===== src/rtl/ff_pipe_skid.sv =====
// rtl/ff_pipe_skid.sv - cascade of two-entry skid stages with registered upstream ready,
// synchronous flush and a combinational occupancy count.
module ff_pipe_skid #(
    parameter int DATA_W = 8,
    parameter int STAGES = 2,
    parameter int CNT_W  = $clog2(2 * STAGES + 1)
) (
    input  logic              clk,
    input  logic              reset,
    input  logic              flush,
    input  logic              in_valid,
    input  logic [DATA_W-1:0] in_data,
    output logic              in_ready,
    output logic              out_valid,
    output logic [DATA_W-1:0] out_data,
    input  logic              out_ready,
    output logic [CNT_W-1:0]  count
);

    logic [STAGES-1:0] r_main_v;
    logic [STAGES-1:0] r_skid_v;
    logic [DATA_W-1:0] r_main_d [STAGES];
    logic [DATA_W-1:0] r_skid_d [STAGES];

    logic [STAGES-1:0] w_up_valid;
    logic [STAGES-1:0] w_dn_ready;
    logic [DATA_W-1:0] w_up_data [STAGES];
    logic [CNT_W-1:0]  w_count;

    // Stage k is fed by stage k-1's main register; its ready is the next stage's !skid_v.
    always_comb begin
        w_up_valid = '0;
        w_dn_ready = '0;
        for (int k = 0; k < STAGES; k++) begin
            w_up_data[k] = '0;
        end
        w_up_valid[0] = in_valid;
        w_up_data[0]  = in_data;
        for (int k = 1; k < STAGES; k++) begin
            w_up_valid[k] = r_main_v[k-1];
            w_up_data[k]  = r_main_d[k-1];
        end
        for (int k = 0; k < STAGES - 1; k++) begin
            w_dn_ready[k] = !r_skid_v[k+1];
        end
        w_dn_ready[STAGES-1] = out_ready;
    end

    always_ff @(posedge clk or posedge reset) begin
        if (reset) begin
            r_main_v <= '0;
            r_skid_v <= '0;
            for (int k = 0; k < STAGES; k++) begin
                r_main_d[k] <= '0;
                r_skid_d[k] <= '0;
            end
        end else if (flush) begin
            r_main_v <= '0;
            r_skid_v <= '0;
        end else begin
            for (int k = 0; k < STAGES; k++) begin
                if (r_skid_v[k] && w_dn_ready[k]) begin
                    r_main_d[k] <= r_skid_d[k];
                    r_skid_v[k] <= 1'b0;
                end else if (w_up_valid[k] && !r_skid_v[k]) begin
                    // Park the word in the skid only when main is stuck behind backpressure.
                    if (!r_main_v[k] || w_dn_ready[k]) begin
                        r_main_d[k] <= w_up_data[k];
                        r_main_v[k] <= 1'b1;
                    end else begin
                        r_skid_d[k] <= w_up_data[k];
                        r_skid_v[k] <= 1'b1;
                    end
                end else if (r_main_v[k] && w_dn_ready[k]) begin
                    r_main_v[k] <= 1'b0;
                end
            end
        end
    end

    always_comb begin
        w_count = '0;
        for (int k = 0; k < STAGES; k++) begin
            w_count = w_count + CNT_W'(r_main_v[k]) + CNT_W'(r_skid_v[k]);
        end
    end

    assign in_ready  = !r_skid_v[0] && !flush;
    assign out_valid = r_main_v[STAGES-1];
    assign out_data  = r_main_d[STAGES-1];
    assign count     = w_count;

endmodule

===== config.mk =====
export PLATFORM = sky130hd
export DESIGN_NAME = ff_pipe_skid
export DESIGN_NICKNAME = d
export VERILOG_FILES = /design/src/rtl/ff_pipe_skid.sv
export SDC_FILE = /design/constraint.sdc
export NUM_CORES = 1
export LEC_CHECK = 0
export BUFFER_PORTS_ARGS = -buffer_cell sky130_fd_sc_hd__buf_2
export CAP_MARGIN = 20
export CORE_UTILIZATION = 51
export DETAILED_ROUTE_END_ITERATION = 7
export PLACE_DENSITY = 0.81
export SYNTH_ARGS = -nofsm -noshare
export SYNTH_HDL_FRONTEND = slang
export SYNTH_SLANG_ARGS = --single-unit
export TNS_END_PERCENT = 10

===== constraint.sdc =====
create_clock -name clk -period 1.6 [get_ports clk]
set_input_delay 0.08 -clock clk [delete_from_list [all_inputs] [get_ports clk]]
set_output_delay 0.08 -clock clk [all_outputs]
set_load 0.01 [all_outputs]

==> results by group, run 1 <==
Status
  – Status: finished with violations
  – Failing checks: setup timing

Clocking
  – Root buffer cell: clkbuf_4
  – Clock Tree Buf Depth: 2
  – CTS Buf Count: 5
  – Clock Sinks: 36
  – CTS tree: yes
  – H-tree depth: 2
  – Worst skew pair latency: 0.34 ns
  – Clock transition at path regs: 0.09 ns

Setup path
  – Setup CP Type: flip-flop to output pin
  – Termination of the worst setup path: count[1]
  – Flop2flop setup slack: -0.06 ns
  – Worst Setup Start Kind: flip-flop
  – Crit path launch: r_main_v[0]$_DFFE_PP0P_
  – Required @ worst endpoint: 1.52 ns
  – CP max FO: 2
  – CP arrival: 1.88 ns
  – Register-to-Register Path Depth: 4
  – CP endpoint kind: output pin
  – Reg2reg end: r_skid_d[2]$_DFFE_PP0P_
  – R2R Path Start: r_skid_v[1]$_DFFE_PP0P_

Final layout
  – Post-route insts no fill: 215
  – Diode count: 0
  – Synthesis-to-finish area growth: 24.8%
  – Fill count: 251
  – Final #Nets: 185
  – Cell area after layout: 0.00227 mm^2
  – Share of layout cells above drive strength 1: 63.3%

Floorplanning
  – Die footprint: 0.00381 mm^2
  – I/O Pins: 26
  – Die Wd: 61.7 um
  – Die Ht: 61.7 um
  – Starting Density: 53.7%
  – Row cnt: 21
  – Core region area: 0.00339 mm^2

Detailed routing
  – Antenna viol nets, final: 0
  – Vias per Instance: 5.07
  – DRC viols: 0
  – TritonRoute pass-1 iters: 3
  – Via Count: 1090
  – Wire length per cell: 15.0 um
  – Initial DRC count: 44
  – Routed wire length: 3.23 mm

Global routing
  – Grt total ovfl: 0
  – Vias in the first global route: 1178
  – Overall Global Routing Usage: 20.3%
  – Met2 Usage GRT: 34.9%
  – Met3 Usage GRT: 4.97%
  – GRT busiest layer: met2
  – Met1 Use GR: 22.4%
  – First-pass GRT wire length: 5.22 mm
  – Pin count of the biggest net entering global routing: 37
  – Initial antenna violation count: 0

Synthesis
  – Netlist cell types: 23
  – Most common cell in the synthesized netlist: dfrtp_1
  – Synth top cells by count: dfrtp_1, mux2_2, mux2_4
  – Leading area contributor after synthesis: dfrtp_1
  – Cells after Synth: 126
  – Main flop type after synthesis: dfrtp_1
  – Yosys top cell area share: 49.5%
  – Ys Warns: 0
  – Top cells by area, synth: dfrtp_1, mux2_2, mux2_4, buf_4, buf_6
  – Mapped Nets: 142
  – Cell area after synthesis: 0.00182 mm^2
  – Synth Register Bits: 36
  – Avg Cell Area, Syn: 14.4 um^2
  – Post-synth EDFFs: 0
  – Post-synthesis sequential area ratio: 49.5%
  – Async set or reset register ratio after synthesis: 100%

Timing
  – Hold Fails Final Rpt: 0
  – Worst Tran Pin Value: 0.446 ns
  – Slew headroom: 70.3%
  – Post-layout min period: 1.96 ns
  – Max-slew violations: 0
  – Final worst slack: -0.360 ns
  – Hold slack: 0.0237 ns
  – Final setup skew: 0.00853 ns
  – Final setup viols: 19
  – Period Utilization, post-route: 123%
  – RSZ-0062 raised after global routing: true
  – Highest clock rate: 510 MHz

Power
  – Clk pwr share: 21.7%
  – Worst VDD drop: 0.390 mV
  – Int Pwr: 1.50 mW
  – Power per standard cell area: 897 mW/mm^2
  – Reg power frac: 55.9%
  – Switching power: 533 uW
  – Comb pwr share: 22.4%
  – Switching Fraction: 26.2%
  – Static leakage: 1.12 nW

Worst hold path
  – Hold WC Path Type: primary input to flip-flop

Job
  – Max_cap viols: 0

Placed design
  – DP Cell Count: 197
  – Port Buffers: 25
  – Detailed placer's ending HPWL: 2.31 mm
  – Placed Area: 0.00201 mm^2
  – Final Wtd Congestion: 0.745
[registers in the layout, indices dropped and copies added (netlist names)]
register	flops
r_main_v	2
r_skid_v	2
out_data	8
r_main_d	8
r_skid_d	16
[routing by layer]
| layer | part of all wire (%) | wire, um |
|---|---|---|
| met1 | 41 | 1310 |
| met2 | 53 | 1720 |
| met3 | 3.2 | 103 |
| met4 | 2.8 | 91 |
| met5 | 0 | 0 |
[power groups by stage]
stage	clock [mW]	combinational (mW)	sequential (mW)
CTS	0.462	0.461	1.14
global placement	0	0.403	1.15
detailed placement	0	0.416	1.15
floorplan	0	0.370	1.13
finish	0.441	0.457	1.14
global route	0.497	0.505	1.16
[kinds of logic (layout without fill, tap and decap cells)]
group,after synthesis,in the layout,share of synthesized area [%]
mux,48,48,33.0
fa+ha+maj,3,3,2.48
compound gates,9,9,3.85
buf+inv,18,61,6.67
simple gates,12,12,4.47
flops,36,36,49.5
[metrics by stage]
step	setup slack [ns]	total power, mW	utilization [%]	TNS (ns)
2_1_floorplan	0.00362	1.50	-	0
5_1_grt	-0.432	2.16	67.0	-2.19
4_1_cts	-0.378	2.06	66.6	-1.64
6_report	-0.360	2.03	67.0	-1.35
3_3_place_gp	-0.00402	1.55	59.2	-0.00402
3_5_place_dp	-0.0954	1.57	59.2	-0.361
[worst max-delay path: stages, from the launching register on]
cell and delay [ns]:
dfrtp_1 0.38, inv_2 0.06, fa_1 0.56, inv_2 0.05, ha_4 0.15, ha_4 0.26
buf_6 0.09
[final cells by class]
cell class / instances / area (um^2) / area share, %
well taps: 46 / 57.6 / 2.54
inverters: 6 / 22.5 / 0.992
clock inverters: 1 / 5.00 / 0.221
multi-input cells: 72 / 877 / 38.6
clock buffers: 6 / 41.3 / 1.82
repair buffers: 48 / 365 / 16.1
flip-flops and latches: 36 / 901 / 39.7
[placed cells by master (no fill, tap or decap), types with 5 or more instances in the layout]
master and count:
buf_2 22, buf_6 6, mux2_2 24, buf_4 9, dlygate4sd3_1 10, mux2_4 24, dfrtp_1 36, clkbuf_4 5
[how the worst min path moves through the flow]
stage | startpoint | depth (start not counted) | to | slack, ns
2_1_floorplan | out_ready | 1 | r_skid_v[1]$_DFFE_PP0P_ | 0.19
3_3_place_gp | reset | 3 | r_skid_d[10]$_DFFE_PP0P_ | 0.19
3_5_place_dp | reset | 3 | r_skid_d[12]$_DFFE_PP0P_ | 0.21
4_1_cts | in_valid | 3 | r_skid_v[0]$_DFFE_PP0P_ | 0.009
5_1_grt | in_valid | 3 | r_skid_v[0]$_DFFE_PP0P_ | 0.02
6_report | in_valid | 3 | r_skid_v[0]$_DFFE_PP0P_ | 0.02
[timing repair]
item / in CTS / in global routing
hold buffers: 10 / 0
endpoints found under the setup margin: 19 / 35
resized for setup: 21 / 4
endpoints found under the hold margin: 45 / 0
pin swaps: 1 / 0
buffers inserted: 1 / 0
(Power assumes the default switching activity.)
==> inputs of run 2 (changes only) <==
Settings changed: CORE_MARGIN set to 10, SLEW_MARGIN set to 15.
==> run 2 against run 1 <==
Effect of this change:
- the flow still finishes with violations (setup timing)
- combinational power rose by 6.3%
- clock power up 46%
- maximum frequency shrank 1.2%
- power grew 12%
- clock skew is 0.0021 ns higher
- clock-buffer cell count down 1
- wire length is 24% higher
- critical path type unchanged
- largest power group unchanged
- highest routed layer unchanged
==> results by group, run 2 (synthesis gave the netlist of run 1 again) <==
Floorplanning
  – Row cnt: 21 (unchanged)
  – I/O Pins: 26 (unchanged)
  – Core region area: 0.00339 mm^2 (unchanged)
  – Die Wd: 79.7 um (+29%)
  – Die Ht: 79.7 um (+29%)
  – Starting Density: 53.7% (unchanged)
  – Die footprint: 0.00636 mm^2 (+67%)

Global routing
  – Initial antenna violation count: 0 (unchanged)
  – Pin count of the biggest net entering global routing: 37 (unchanged)
  – First-pass GRT wire length: 6.50 mm (+24%)
  – Grt total ovfl: 0 (unchanged)
  – Vias in the first global route: 1319 (+12%)
  – Overall Global Routing Usage: 12.9% (-7.3 points)

Placed design
  – Port Buffers: 25 (unchanged)
  – DP Cell Count: 198 (+0.51%)
  – Final Wtd Congestion: 0.774 (+3.8%)
  – Detailed placer's ending HPWL: 2.58 mm (+12%)

Final layout
  – Post-route insts no fill: 219 (+1.9%)
  – Area of the multi-input gates: 908 um^2 (+3.6%)
  – Share of layout cells above drive strength 1: 64.7% (+1.4 points)
  – Synthesis-to-finish area growth: 30.9%
  – Largest Register: r_skid_d
  – Diode count: 0 (unchanged)
  – Commonest non-fill, non-tap cell in the layout: dfrtp_1
  – Register cell area after layout: 901 um^2 (unchanged)
  – Final #Nets: 188 (+1.6%)
  – Commonest cells after routing, fill and taps aside: dfrtp_1, mux2_4, buf_2
  – Fill count: 241 (-4.0%)
  – Fin util: 70.2% (+3.3 points)
  – Max FFs per register: 16 (unchanged)

Timing
  – Highest clock rate: 504 MHz (-1.2%)
  – Worst Tran Pin Value: 0.458 ns (+0.0125 ns)
  – Hold Fails Final Rpt: 0 (unchanged)
  – Slew headroom: 69.4% (-0.84 points)
  – Final setup skew: 0.0106 ns (+0.00206 ns)
  – Post-layout min period: 1.98 ns (+0.0235 ns)
  – Final worst slack: -0.384 ns (-0.0235 ns)
  – Max-slew violations: 0 (unchanged)
  – Period Utilization, post-route: 124% (+1.5 points)
  – Final setup viols: 35 (+16)
  – RSZ-0062 raised after global routing: true

Detailed routing
  – Antenna viol nets, final: 0 (unchanged)
  – DRC viols: 0 (unchanged)
  – Initial DRC count: 68 (+55%)
  – TritonRoute pass-1 iters: 2 (-1)
  – Vias per Instance: 5.14 (+1.3%)
  – Via Count: 1125 (+3.2%)
  – Routed wire length: 4.01 mm (+24%)
  – Wire length per cell: 18.3 um (+22%)

Clocking
  – Worst skew pair latency: 0.34 ns (about the same)
  – Root buffer cell: clkbuf_4
  – H-tree depth: 2 (unchanged)
  – CTS tree: yes
  – Clock Tree Buf Depth: 2 (unchanged)
  – Clock transition at path regs: 0.11 ns (+0.02 ns)
  – CTS Buf Count: 5 (unchanged)
  – Clock Sinks: 36 (unchanged)

Power
  – Int Pwr: 1.68 mW (+12%)
  – Power per standard cell area: 954 mW/mm^2 (+6.4%)
  – Reg power frac: 50.4% (-5.5 points)
  – Worst VDD drop: 0.593 mV (+52%)
  – Switching power: 589 uW (+10%)
  – Static leakage: 1.18 nW (+5.0%)
  – Switching Fraction: 25.9% (-0.30 points)
  – Comb pwr share: 21.4% (-1.0 points)
  – Clk pwr share: 28.2% (+6.5 points)

Setup path
  – Top Family by Delay on Critical Path: adder cells
  – Setup CP Type: flip-flop to output pin
  – CP endpoint kind: output pin
  – Worst path max stage delay: 0.56 ns (about the same)
  – Worst Setup Start Kind: flip-flop
  – CP max stage cell: fa_1
  – Critical path cell sequence: inv_2, fa_1, inv_2, ha_4, ha_4, buf_6
  – Required @ worst endpoint: 1.52 ns (about the same)
  – CP arrival: 1.90 ns (+0.02 ns)
  – CP bufs+invs: 3 (unchanged)
  – CP max FO: 2 (unchanged)

Status
  – Status: finished with violations
  – Failing checks: setup timing

Job
  – Max_cap viols: 0 (unchanged)

Worst hold path
  – Hold WC Path Type: primary input to flip-flop
[run 2: final cells by class]
cell class / count / share of cell area, %
clock inverters: 3 / 1.79
inverters: 6 / 0.946
clock buffers: 5 / 1.58
flip-flops and latches: 36 / 37.8
repair buffers: 51 / 17.3
multi-input cells: 72 / 38.2
well taps: 46 / 2.42
[run 2: stage by stage]
stage | hold WS, ns | power (mW) | area [um^2] | setup slack [ns] | TNS, ns
floorplan | 0.188 | 1.50 | 1820 | 0.00362 | 0
global placement | 0.195 | 1.56 | 2030 | -0.0122 | -0.0122
detailed placement | 0.203 | 1.59 | 2030 | -0.141 | -0.254
CTS | 0.00859 | 2.27 | 2310 | -0.391 | -1.43
global route | 0.0422 | 2.40 | 2380 | -0.436 | -4.96
finish | 0.0146 | 2.27 | 2380 | -0.384 | -3.79
[run 2: path summary, 6_finish.rpt]
path,start,end,slack (ns),cells after the start
min in group asynchronous,reset,r_skid_d[11]$_DFFE_PP0P_,0.37,4
worst min-delay path,in_valid,r_skid_v[0]$_DFFE_PP0P_,0.01,3
worst min register to register,out_data[5]$_DFFE_PP0P_,out_data[5]$_DFFE_PP0P_,0.52,1
worst max-delay path,r_main_v[0]$_DFFE_PP0P_,count[1],-0.38,6
worst max register to register,r_skid_v[1]$_DFFE_PP0P_,r_skid_d[7]$_DFFE_PP0P_,-0.17,5
max in group asynchronous,reset,r_main_v[1]$_DFFE_PP0P_,0.89,4
[run 2: timing repair]
item | CTS | global route
buffers inserted | 1 | 2
pin swaps | 1 | 0
endpoints found under the setup margin | 11 | 34
hold buffers | 10 | 0
hold endpoints to repair | 45 | 0
resized for setup | 21 | 14
[run 2: power groups by stage]
stage	Sequential (mW)	Clock (mW)	Combinational, mW
final	1.14	0.642	0.486
after global routing	1.16	0.705	0.530
after CTS	1.14	0.658	0.473
after detailed placement	1.16	0	0.426
after global placement	1.15	0	0.411
after floorplan	1.13	0	0.370
[run 2: worst min-delay path, delay by kind of cell]
family	cells	cell delay [ns]
AO/OA/AOI/OAI	1	0.06
buffers and inverters	1	0.10
AND/OR/NAND/NOR	1	0.08
[run 2: routing by layer]
layer	wire length, um	vias to the layer above	global-route usage (%)
li1	-	520	-
met1	1630	567	14.5
met2	2080	27	21.4
met3	193	11	4.95
met4	102	0	5.56
met5	0	-	0
